### src/rtl/lzs_token_parser_if.sv
// Bit-window and command channels of the LZS token parser.
// Latency: none (signal bundles only).
// Backpressure: stream side is ack-driven by the consumer; cmd side is valid/ready.
//
// lzs_stream_if: master = bit aligner (drives window), slave = parser (acks bits).
// lzs_cmd_if:    master = parser (drives commands), slave = copy engine (ready).

interface lzs_stream_if #(
  parameter int IN_WIDTH = 13
);
  localparam int BITS_W = $clog2(IN_WIDTH + 1);

  logic [IN_WIDTH-1:0] stream_data;   // left-justified window, MSB first
  logic [BITS_W-1:0]   stream_bits;   // number of valid bits in the window
  logic                stream_ack;    // consume stream_width bits this edge
  logic [3:0]          stream_width;  // bits consumed when acked

  modport master (
    output stream_data, stream_bits,
    input  stream_ack, stream_width
  );

  modport slave (
    input  stream_data, stream_bits,
    output stream_ack, stream_width
  );
endinterface

interface lzs_cmd_if #(
  parameter int OFFSET_WIDTH = 12,
  parameter int LENGTH_WIDTH = 16
);
  logic                    cmd_valid;
  logic                    cmd_ready;
  logic [1:0]              cmd_kind;     // 00 literal, 01 copy, 10 end-of-block
  logic [7:0]              cmd_literal;
  logic [OFFSET_WIDTH-1:0] cmd_offset;
  logic [LENGTH_WIDTH-1:0] cmd_length;

  modport master (
    output cmd_valid, cmd_kind, cmd_literal, cmd_offset, cmd_length,
    input  cmd_ready
  );

  modport slave (
    input  cmd_valid, cmd_kind, cmd_literal, cmd_offset, cmd_length,
    output cmd_ready
  );
endinterface

### src/rtl/lzs_token_parser.sv
// LZS token parser: turns a left-justified bit window into literal/copy/end commands.
// Latency: ack is combinational; the command appears 1 cycle after its final consume.
// Backpressure: command-emitting consumes wait for a free slot; the window is not acked meanwhile.
//
// Ports:
//   clk, rst          clock, asynchronous active-high reset
//   start             pulse, leaves IDLE and begins parsing
//   stream (slave)    bit window in, ack/width out
//   cmd (master)      one command per literal, copy or end marker
//   done              sticky, final end marker seen (MULTI_BLOCK=0 only)
//   err_offset        sticky, long-form offset of zero seen
//   err_len_ovf       sticky, copy length saturated

module lzs_token_parser #(
  parameter int IN_WIDTH     = 13,
  parameter int OFFSET_WIDTH = 12,
  parameter int LENGTH_WIDTH = 16,
  parameter int MULTI_BLOCK  = 0
) (
  input  logic      clk,
  input  logic      rst,
  input  logic      start,
  lzs_stream_if.slave stream,
  lzs_cmd_if.master   cmd,
  output logic      done,
  output logic      err_offset,
  output logic      err_len_ovf
);

  localparam int BITS_W = $clog2(IN_WIDTH + 1);

  localparam logic [1:0] KIND_LIT  = 2'b00;
  localparam logic [1:0] KIND_COPY = 2'b01;
  localparam logic [1:0] KIND_END  = 2'b10;

  localparam logic [LENGTH_WIDTH-1:0] LEN_MAX = {LENGTH_WIDTH{1'b1}};

  typedef enum logic [2:0] {
    ST_IDLE,
    ST_TOKEN,
    ST_LEN,
    ST_LENX,
    ST_ALIGN,
    ST_DONE
  } state_t;

  state_t state_q, state_d;

  // Registered datapath
  logic [2:0]              bitpos_q;
  logic [LENGTH_WIDTH-1:0] acc_q;
  logic [OFFSET_WIDTH-1:0] off_q;
  logic                    vld_q;
  logic [1:0]              kind_q;
  logic [7:0]              lit_q;
  logic [OFFSET_WIDTH-1:0] cmd_off_q;
  logic [LENGTH_WIDTH-1:0] len_q;
  logic                    err_off_q;
  logic                    err_ovf_q;

  // Decode controls from the next-state process
  logic                    ack;
  logic [3:0]              width;
  logic                    emit;
  logic [1:0]              emit_kind;
  logic [7:0]              emit_lit;
  logic [LENGTH_WIDTH-1:0] emit_len;
  logic                    off_ld;
  logic [OFFSET_WIDTH-1:0] off_d;
  logic                    acc_clr;
  logic                    acc_ld;
  logic [LENGTH_WIDTH-1:0] acc_d;
  logic                    bitpos_clr;
  logic                    set_err_off;
  logic                    set_ovf;

  // The first 13 window bits hold every field the parser ever needs.
  logic [12:0] t;
  assign t = stream.stream_data[IN_WIDTH-1 -: 13];

  logic has2, has4, has9, has13, has_pad;
  logic [2:0] pad;
  assign pad     = 3'd0 - bitpos_q;  // (8 - bitpos) mod 8
  assign has2    = stream.stream_bits >= BITS_W'(2);
  assign has4    = stream.stream_bits >= BITS_W'(4);
  assign has9    = stream.stream_bits >= BITS_W'(9);
  assign has13   = stream.stream_bits >= BITS_W'(13);
  assign has_pad = stream.stream_bits >= BITS_W'(pad);

  logic slot_free;
  assign slot_free = !vld_q || cmd.cmd_ready;

  // One extra bit catches the carry that signals saturation.
  logic [LENGTH_WIDTH:0] sum_ext, sum_fin;
  assign sum_ext = {1'b0, acc_q} + (LENGTH_WIDTH+1)'(15);
  assign sum_fin = {1'b0, acc_q} + (LENGTH_WIDTH+1)'(t[12:9]) + (LENGTH_WIDTH+1)'(8);

  always_ff @(posedge clk or posedge rst) begin
    if (rst) state_q <= ST_IDLE;
    else     state_q <= state_d;
  end

  always_comb begin
    state_d     = state_q;
    ack         = 1'b0;
    width       = 4'd0;
    emit        = 1'b0;
    emit_kind   = KIND_LIT;
    emit_lit    = 8'h00;
    emit_len    = '0;
    off_ld      = 1'b0;
    off_d       = '0;
    acc_clr     = 1'b0;
    acc_ld      = 1'b0;
    acc_d       = acc_q;
    bitpos_clr  = 1'b0;
    set_err_off = 1'b0;
    set_ovf     = 1'b0;

    case (state_q)
      ST_IDLE: begin
        if (start) begin
          state_d    = ST_TOKEN;
          bitpos_clr = 1'b1;
          acc_clr    = 1'b1;
        end
      end

      ST_TOKEN: begin
        if (has2) begin
          if (!t[12]) begin
            // Literal: flag 0 + 8 data bits
            if (has9 && slot_free) begin
              ack       = 1'b1;
              width     = 4'd9;
              emit      = 1'b1;
              emit_kind = KIND_LIT;
              emit_lit  = t[11:4];
            end
          end else if (!t[11]) begin
            // Long offset: 10 + 11 bits; no command yet, so no slot needed
            if (has13) begin
              ack         = 1'b1;
              width       = 4'd13;
              off_ld      = 1'b1;
              off_d       = OFFSET_WIDTH'(t[10:0]);
              set_err_off = (t[10:0] == 11'd0);
              state_d     = ST_LEN;
            end
          end else if (has9) begin
            if (t[10:4] != 7'd0) begin
              // Short offset: 11 + 7 bits
              ack     = 1'b1;
              width   = 4'd9;
              off_ld  = 1'b1;
              off_d   = OFFSET_WIDTH'(t[10:4]);
              state_d = ST_LEN;
            end else if (slot_free) begin
              // End marker: short form with a zero offset
              ack       = 1'b1;
              width     = 4'd9;
              emit      = 1'b1;
              emit_kind = KIND_END;
              state_d   = (MULTI_BLOCK != 0) ? ST_ALIGN : ST_DONE;
            end
          end
        end
      end

      ST_LEN: begin
        if (has2) begin
          if (t[12:11] != 2'b11) begin
            if (slot_free) begin
              ack       = 1'b1;
              width     = 4'd2;
              emit      = 1'b1;
              emit_kind = KIND_COPY;
              emit_len  = LENGTH_WIDTH'(t[12:11]) + LENGTH_WIDTH'(2);
              state_d   = ST_TOKEN;
            end
          end else if (has4) begin
            if (t[10:9] == 2'b11) begin
              // 1111 escapes into the extended-length nibble chain
              ack     = 1'b1;
              width   = 4'd4;
              acc_clr = 1'b1;
              state_d = ST_LENX;
            end else if (slot_free) begin
              ack       = 1'b1;
              width     = 4'd4;
              emit      = 1'b1;
              emit_kind = KIND_COPY;
              emit_len  = LENGTH_WIDTH'(t[10:9]) + LENGTH_WIDTH'(5);
              state_d   = ST_TOKEN;
            end
          end
        end
      end

      ST_LENX: begin
        if (has4) begin
          if (t[12:9] == 4'hF) begin
            ack     = 1'b1;
            width   = 4'd4;
            acc_ld  = 1'b1;
            acc_d   = sum_ext[LENGTH_WIDTH] ? LEN_MAX : sum_ext[LENGTH_WIDTH-1:0];
            set_ovf = sum_ext[LENGTH_WIDTH];
          end else if (slot_free) begin
            ack       = 1'b1;
            width     = 4'd4;
            emit      = 1'b1;
            emit_kind = KIND_COPY;
            emit_len  = sum_fin[LENGTH_WIDTH] ? LEN_MAX : sum_fin[LENGTH_WIDTH-1:0];
            set_ovf   = sum_fin[LENGTH_WIDTH];
            acc_clr   = 1'b1;
            state_d   = ST_TOKEN;
          end
        end
      end

      ST_ALIGN: begin
        // bitpos already includes the end marker; skip to the next byte boundary
        if (pad == 3'd0) begin
          state_d = ST_TOKEN;
        end else if (has_pad) begin
          ack     = 1'b1;
          width   = {1'b0, pad};
          state_d = ST_TOKEN;
        end
      end

      ST_DONE: begin
        state_d = ST_DONE;
      end

      default: state_d = ST_IDLE;
    endcase
  end

  // Bit position, length accumulator, latched offset
  always_ff @(posedge clk or posedge rst) begin
    if (rst) begin
      bitpos_q <= 3'd0;
      acc_q    <= '0;
      off_q    <= '0;
    end else begin
      if (bitpos_clr)  bitpos_q <= 3'd0;
      else if (ack)    bitpos_q <= 3'({1'b0, bitpos_q} + width);
      if (acc_clr)     acc_q <= '0;
      else if (acc_ld) acc_q <= acc_d;
      if (off_ld)      off_q <= off_d;
    end
  end

  // Command slot: loads on an emitting consume, holds while not accepted
  always_ff @(posedge clk or posedge rst) begin
    if (rst) begin
      vld_q     <= 1'b0;
      kind_q    <= KIND_LIT;
      lit_q     <= 8'h00;
      cmd_off_q <= '0;
      len_q     <= '0;
    end else if (emit) begin
      vld_q     <= 1'b1;
      kind_q    <= emit_kind;
      lit_q     <= emit_lit;
      cmd_off_q <= (emit_kind == KIND_COPY) ? off_q : '0;
      len_q     <= emit_len;
    end else if (cmd.cmd_ready) begin
      vld_q <= 1'b0;
    end
  end

  // Sticky error flags
  always_ff @(posedge clk or posedge rst) begin
    if (rst) begin
      err_off_q <= 1'b0;
      err_ovf_q <= 1'b0;
    end else begin
      if (set_err_off) err_off_q <= 1'b1;
      if (set_ovf)     err_ovf_q <= 1'b1;
    end
  end

  assign stream.stream_ack   = ack;
  assign stream.stream_width = width;

  assign cmd.cmd_valid   = vld_q;
  assign cmd.cmd_kind    = kind_q;
  assign cmd.cmd_literal = lit_q;
  assign cmd.cmd_offset  = cmd_off_q;
  assign cmd.cmd_length  = len_q;

  assign done        = (state_q == ST_DONE);
  assign err_offset  = err_off_q;
  assign err_len_ovf = err_ovf_q;

endmodule

### src/flat_wrapper.sv
// flat-port wrapper written by rule: the top's interface ports become plain ports
module lzs_token_parser_flat 
#(
  parameter int IN_WIDTH     = 13,
  parameter int OFFSET_WIDTH = 12,
  parameter int LENGTH_WIDTH = 16,
  parameter int MULTI_BLOCK  = 0
)
  (clk, rst, start, done, err_offset, err_len_ovf, stream_stream_data, stream_stream_bits, stream_stream_ack, stream_stream_width, cmd_cmd_valid, cmd_cmd_kind, cmd_cmd_literal, cmd_cmd_offset, cmd_cmd_length, cmd_cmd_ready);
  lzs_stream_if #(.IN_WIDTH(IN_WIDTH)) stream_i ();
  lzs_cmd_if #(.OFFSET_WIDTH(OFFSET_WIDTH), .LENGTH_WIDTH(LENGTH_WIDTH)) cmd_i ();
  input  logic clk;
  input  logic rst;
  input  logic start;
  output logic done;
  output logic err_offset;
  output logic err_len_ovf;
  input wire logic [$bits(stream_i.stream_data)-1:0] stream_stream_data;
  input wire logic [$bits(stream_i.stream_bits)-1:0] stream_stream_bits;
  output wire logic [$bits(stream_i.stream_ack)-1:0] stream_stream_ack;
  output wire logic [$bits(stream_i.stream_width)-1:0] stream_stream_width;
  output wire logic [$bits(cmd_i.cmd_valid)-1:0] cmd_cmd_valid;
  output wire logic [$bits(cmd_i.cmd_kind)-1:0] cmd_cmd_kind;
  output wire logic [$bits(cmd_i.cmd_literal)-1:0] cmd_cmd_literal;
  output wire logic [$bits(cmd_i.cmd_offset)-1:0] cmd_cmd_offset;
  output wire logic [$bits(cmd_i.cmd_length)-1:0] cmd_cmd_length;
  input wire logic [$bits(cmd_i.cmd_ready)-1:0] cmd_cmd_ready;
  assign stream_i.stream_data = stream_stream_data;
  assign stream_i.stream_bits = stream_stream_bits;
  assign stream_stream_ack = stream_i.stream_ack;
  assign stream_stream_width = stream_i.stream_width;
  assign cmd_cmd_valid = cmd_i.cmd_valid;
  assign cmd_cmd_kind = cmd_i.cmd_kind;
  assign cmd_cmd_literal = cmd_i.cmd_literal;
  assign cmd_cmd_offset = cmd_i.cmd_offset;
  assign cmd_cmd_length = cmd_i.cmd_length;
  assign cmd_i.cmd_ready = cmd_cmd_ready;
  lzs_token_parser #(.IN_WIDTH(IN_WIDTH), .OFFSET_WIDTH(OFFSET_WIDTH), .LENGTH_WIDTH(LENGTH_WIDTH), .MULTI_BLOCK(MULTI_BLOCK)) u_core (.clk(clk), .rst(rst), .start(start), .stream(stream_i), .cmd(cmd_i), .done(done), .err_offset(err_offset), .err_len_ovf(err_len_ovf));
endmodule
### config.mk
export PLATFORM = sky130hd
export DESIGN_NAME = lzs_token_parser_flat
export DESIGN_NICKNAME = d
export VERILOG_FILES = /design/src/rtl/lzs_token_parser_if.sv /design/src/rtl/lzs_token_parser.sv /design/src/flat_wrapper.sv
export SDC_FILE = /design/constraint.sdc
export NUM_CORES = 1
export LEC_CHECK = 0
export BUFFER_PORTS_ARGS = -buffer_cell sky130_fd_sc_hd__buf_2
export CORE_AREA = 2 2 87 89
export CTS_CLUSTER_DIAMETER = 30
export DETAILED_ROUTE_END_ITERATION = 8
export DIE_AREA = 0 0 89 91
export PLACE_DENSITY = 0.81
export SLEW_MARGIN = 5
export SYNTH_ARGS = -nofsm -noshare
export SYNTH_HDL_FRONTEND = slang
export SYNTH_SLANG_ARGS = --single-unit
### constraint.sdc
create_clock -name clk -period 6.6 [get_ports clk]
set_clock_uncertainty 0.1 [all_clocks]
set_input_delay 0.33 -clock clk [delete_from_list [all_inputs] [get_ports clk]]
set_output_delay 0.33 -clock clk [all_outputs]
set_load 0.005 [all_outputs]
==> results.ini <==
[final_layout]
final_common_cell = dfrtp_1
nNetsFinal = 540
drive_gt1_share_pct = 20.16
final_util_pct = 67.69
antennaDiodeCount = 0
layout_common_cells = dfrtp_1 (73), buf_2 (66), nand2_1 (37)
fin_cells = 605
syn2layout_area_growth_pct = 13.29

[power_and_ir_drop]
power.share.switching_pct = 32.50
p_seq_share_pct = 41.7
p_leak_uw = 0.002357
pwr-share-clk_pct = 31.0
p_int_uw = 959.1
p_comb_share_pct = 27.3
power_uw = 1421
p_sw_uw = 461.8
ir_worst_vdd_v = 0.0001701
power.density_mw_per_mm2 = 294.1

[logic_synthesis]
synth-seq-cells = 73
synth_edf_count = 0
synth-compound-area-share_pct = 26.32
synth-simple-area-share_pct = 15.87
synthMuxAreaShare_pct = 1.174
ys_types = 68
synthAdderAreaFrac_pct = 5.634
ys_async_sr_fraction_pct = 100.0
yosysSeqAreaShare_pct = 42.84
synthXorXnorAreaFrac_pct = 1.643
syn_avg_cell_area_um2 = 9.497
synth_top_family_by_area = compound AO/OA/AOI/OAI gates
synth_nets = 488
synthesis.instances = 449
syn_area_mm2 = 0.004264
synth_warnings = 0
synth-main-ff-cell = dfrtp_1

[critical_path]
setup.worst_path.class = flop to output pin
worstReg2RegStart = u_core.bitpos_q[0]
cp_max_fo = 5
crit_path_start = u_core.bitpos_q[0]
crit_required_ns = 6.17
r2r_slack_ns = 3.34
start_kind = flop
crit_path_end_kind = output pin
worst_ep_arrival_time_ns = 2.88

[floorplan]
die_area_mm2 = 0.008099
core_mm2 = 0.007137
row_count = 31
die_y_um = 91
die_w_um = 89
num_io_pins = 68
start_util_pct = 59.75

[clock_tree]
cts_sinks = 73
root_buffer = clkbuf_8
post_cts_resized = 0
clk_pin_slew_ns = 0.09
cts_hold_buf = 0
cts_setup_buffers = 0
cts_tree = done
htreeDepth = 3
cts_buffer_depth = 2
numCtsBuffers = 9
clock_latency_ns = 0.36

[hold_path]
min_path_type = input pin to flop
worstHoldStart = start

[sta]
final.min_clock_period_ns = 3.315
slew_headroom_pct = 39.13
layout_setup_ws_ns = 3.285
drv_slew = 0
fmax_mhz = 301.7
period_share_pct = 50.22
hold_viol = 0
setup_viol = 0
final.setup.tns_ns = 0
rsz0062_at_grt = no
tightestPinTransition_ns = 0.9131

[placed_design]
gp_congestion = 0.9192
placed_cells = 589
portBuffers = 66
preCtsSetupSlack_ns = 3.378
hpwl_um = 7463

[grt]
use_met2_pct = 41.04
gr-usage-met3_pct = 5.364
grt_util_all_layers_pct = 27.29
grt-busiest-layer = met2
grt_max_degree = 74
grt_overflow = 0
antenna_found_initial = 0
grt_pass1_vias = 3586
grt_first_pass_wirelength_um = 17530
gr-usage-met1_pct = 39.81

[route]
firstDrtPassIters = 5
drt_iter0_drc = 356
antenna_left = 0
wl_um = 10560
vias = 3855
post-route-drc-count = 0
via_per_inst = 6.372
wl_per_cell_um = 17.45

[job]
maxCapViolCount = 0

[outcome]
status = finished, final reports clean

-- stage by stage --
step	hold WS (ns)	instance area [um^2]
3_5_place_dp	0.3645	4583
4_1_cts	0.08380	4831
6_report	0.08051	4831
2_1_floorplan	0.3362	4264
5_1_grt	0.1012	4831
3_3_place_gp	0.3595	4583
-- power groups by stage --
| stage | clock [uW] | sequential, uW | combinational [uW] |
|---|---|---|---|
| 2_1_floorplan | 0 | 587 | 261 |
| 3_3_place_gp | 0 | 595 | 370 |
| 3_5_place_dp | 0 | 600 | 384 |
| 4_1_cts | 439 | 591 | 388 |
| 5_1_grt | 465 | 604 | 438 |
| 6_report | 440 | 592 | 388 |
-- state kept, by name (all words and copies together) (netlist names), 2 cells and up --
signal / count
u_core.state_q: 3
u_core.cmd.cmd_kind: 2
u_core.cmd.cmd_length: 16
u_core.cmd.cmd_literal: 8
u_core.cmd.cmd_offset: 11
u_core.off_q: 11
u_core.bitpos_q: 3
u_core.acc_q: 16
-- worst max-delay path: stages, from the launching register on --
cell and delay, ns:
dfrtp_1 0.43, inv_1 0.06, ha_1 0.20, ha_1 0.28, inv_1 0.05, ha_1 0.28
a211o_1 0.26, a31oi_1 0.32, nor3_1 0.14, or3_1 0.36, buf_2 0.13
-- Yosys cell counts, types with 2 or more instances --
cell	n	share of area, %
dfrtp_1	73	43
ha_1	16	4.7
inv_1	28	2.5
nand3_1	13	1.5
a22oi_1	7	1.2
nor4b_1	2	0.41
buf_4	3	0.53
buf_2	14	1.6
a21o_1	12	2.1
o41ai_1	2	0.41
o21ai_0	27	3.2
o31ai_1	2	0.35
xnor2_1	6	1.2
nor2_1	20	1.8
o21a_1	3	0.53
a211o_1	3	0.62
nor3_1	16	1.9
nor3_2	2	0.47
or3b_2	2	0.41
a32o_1	2	0.47
mux2i_1	5	1.2
a211oi_1	4	0.70
o2bb2ai_1	6	1.2
nor4_1	6	0.88
a221o_1	2	0.47
nand2b_1	4	0.59
a311oi_1	3	0.62
clkbuf_1	7	0.62
o21ai_1	2	0.23
or2_1	2	0.29
nand2_1	37	3.3
a41o_1	3	0.70
buf_6	4	1.1
a22o_1	23	4.7
fa_1	2	0.94
and3_1	6	0.88
nor2b_1	4	0.59
a31oi_1	6	0.88
nand4_1	4	0.59
a21oi_1	33	3.9
o31a_1	2	0.41
or3_1	4	0.59
xor2_1	2	0.41
-- final cells by class --
cell class / count / area (um^2)
clock buffers: 9 / 123.9
clock inverters: 7 / 123.9
fillers: 577 / 2306
inverters: 28 / 105.1
multi-input cells: 319 / 2167
flip-flops and latches: 73 / 1827
well taps: 99 / 123.9
repair buffers: 70 / 360.3
-- cell families after synthesis --
kind of cell,after synthesis
AO/OA/AOI/OAI,157
XOR/XNOR,8
adder cells (fa/ha/maj),18
buffers and inverters,57
flip-flops,73
multiplexers,5
other,1
AND/OR/NAND/NOR,130
-- metal layers --
layer	vias up	wire (um)	part of all wire, %
li1	1777	-	-
met1	1860	4537	43
met3	21	873	8.3
met4	0	192	1.8
met2	197	4954	47
met5	-	0	0
-- worst paths after layout --
| path | endpoint | cells after the start |
|---|---|---|
| max | stream_stream_width[2] | 10 |
| min | u_core.bitpos_q[0] | 2 |
| min in group asynchronous | u_core.cmd.cmd_kind[0] | 3 |
| max in group asynchronous | u_core.cmd.cmd_valid | 3 |
| min reg2reg | u_core.cmd.cmd_length[15] | 1 |
| max reg2reg | u_core.bitpos_q[1] | 14 |
No activity file was read; power rests on OpenSTA's default activity.
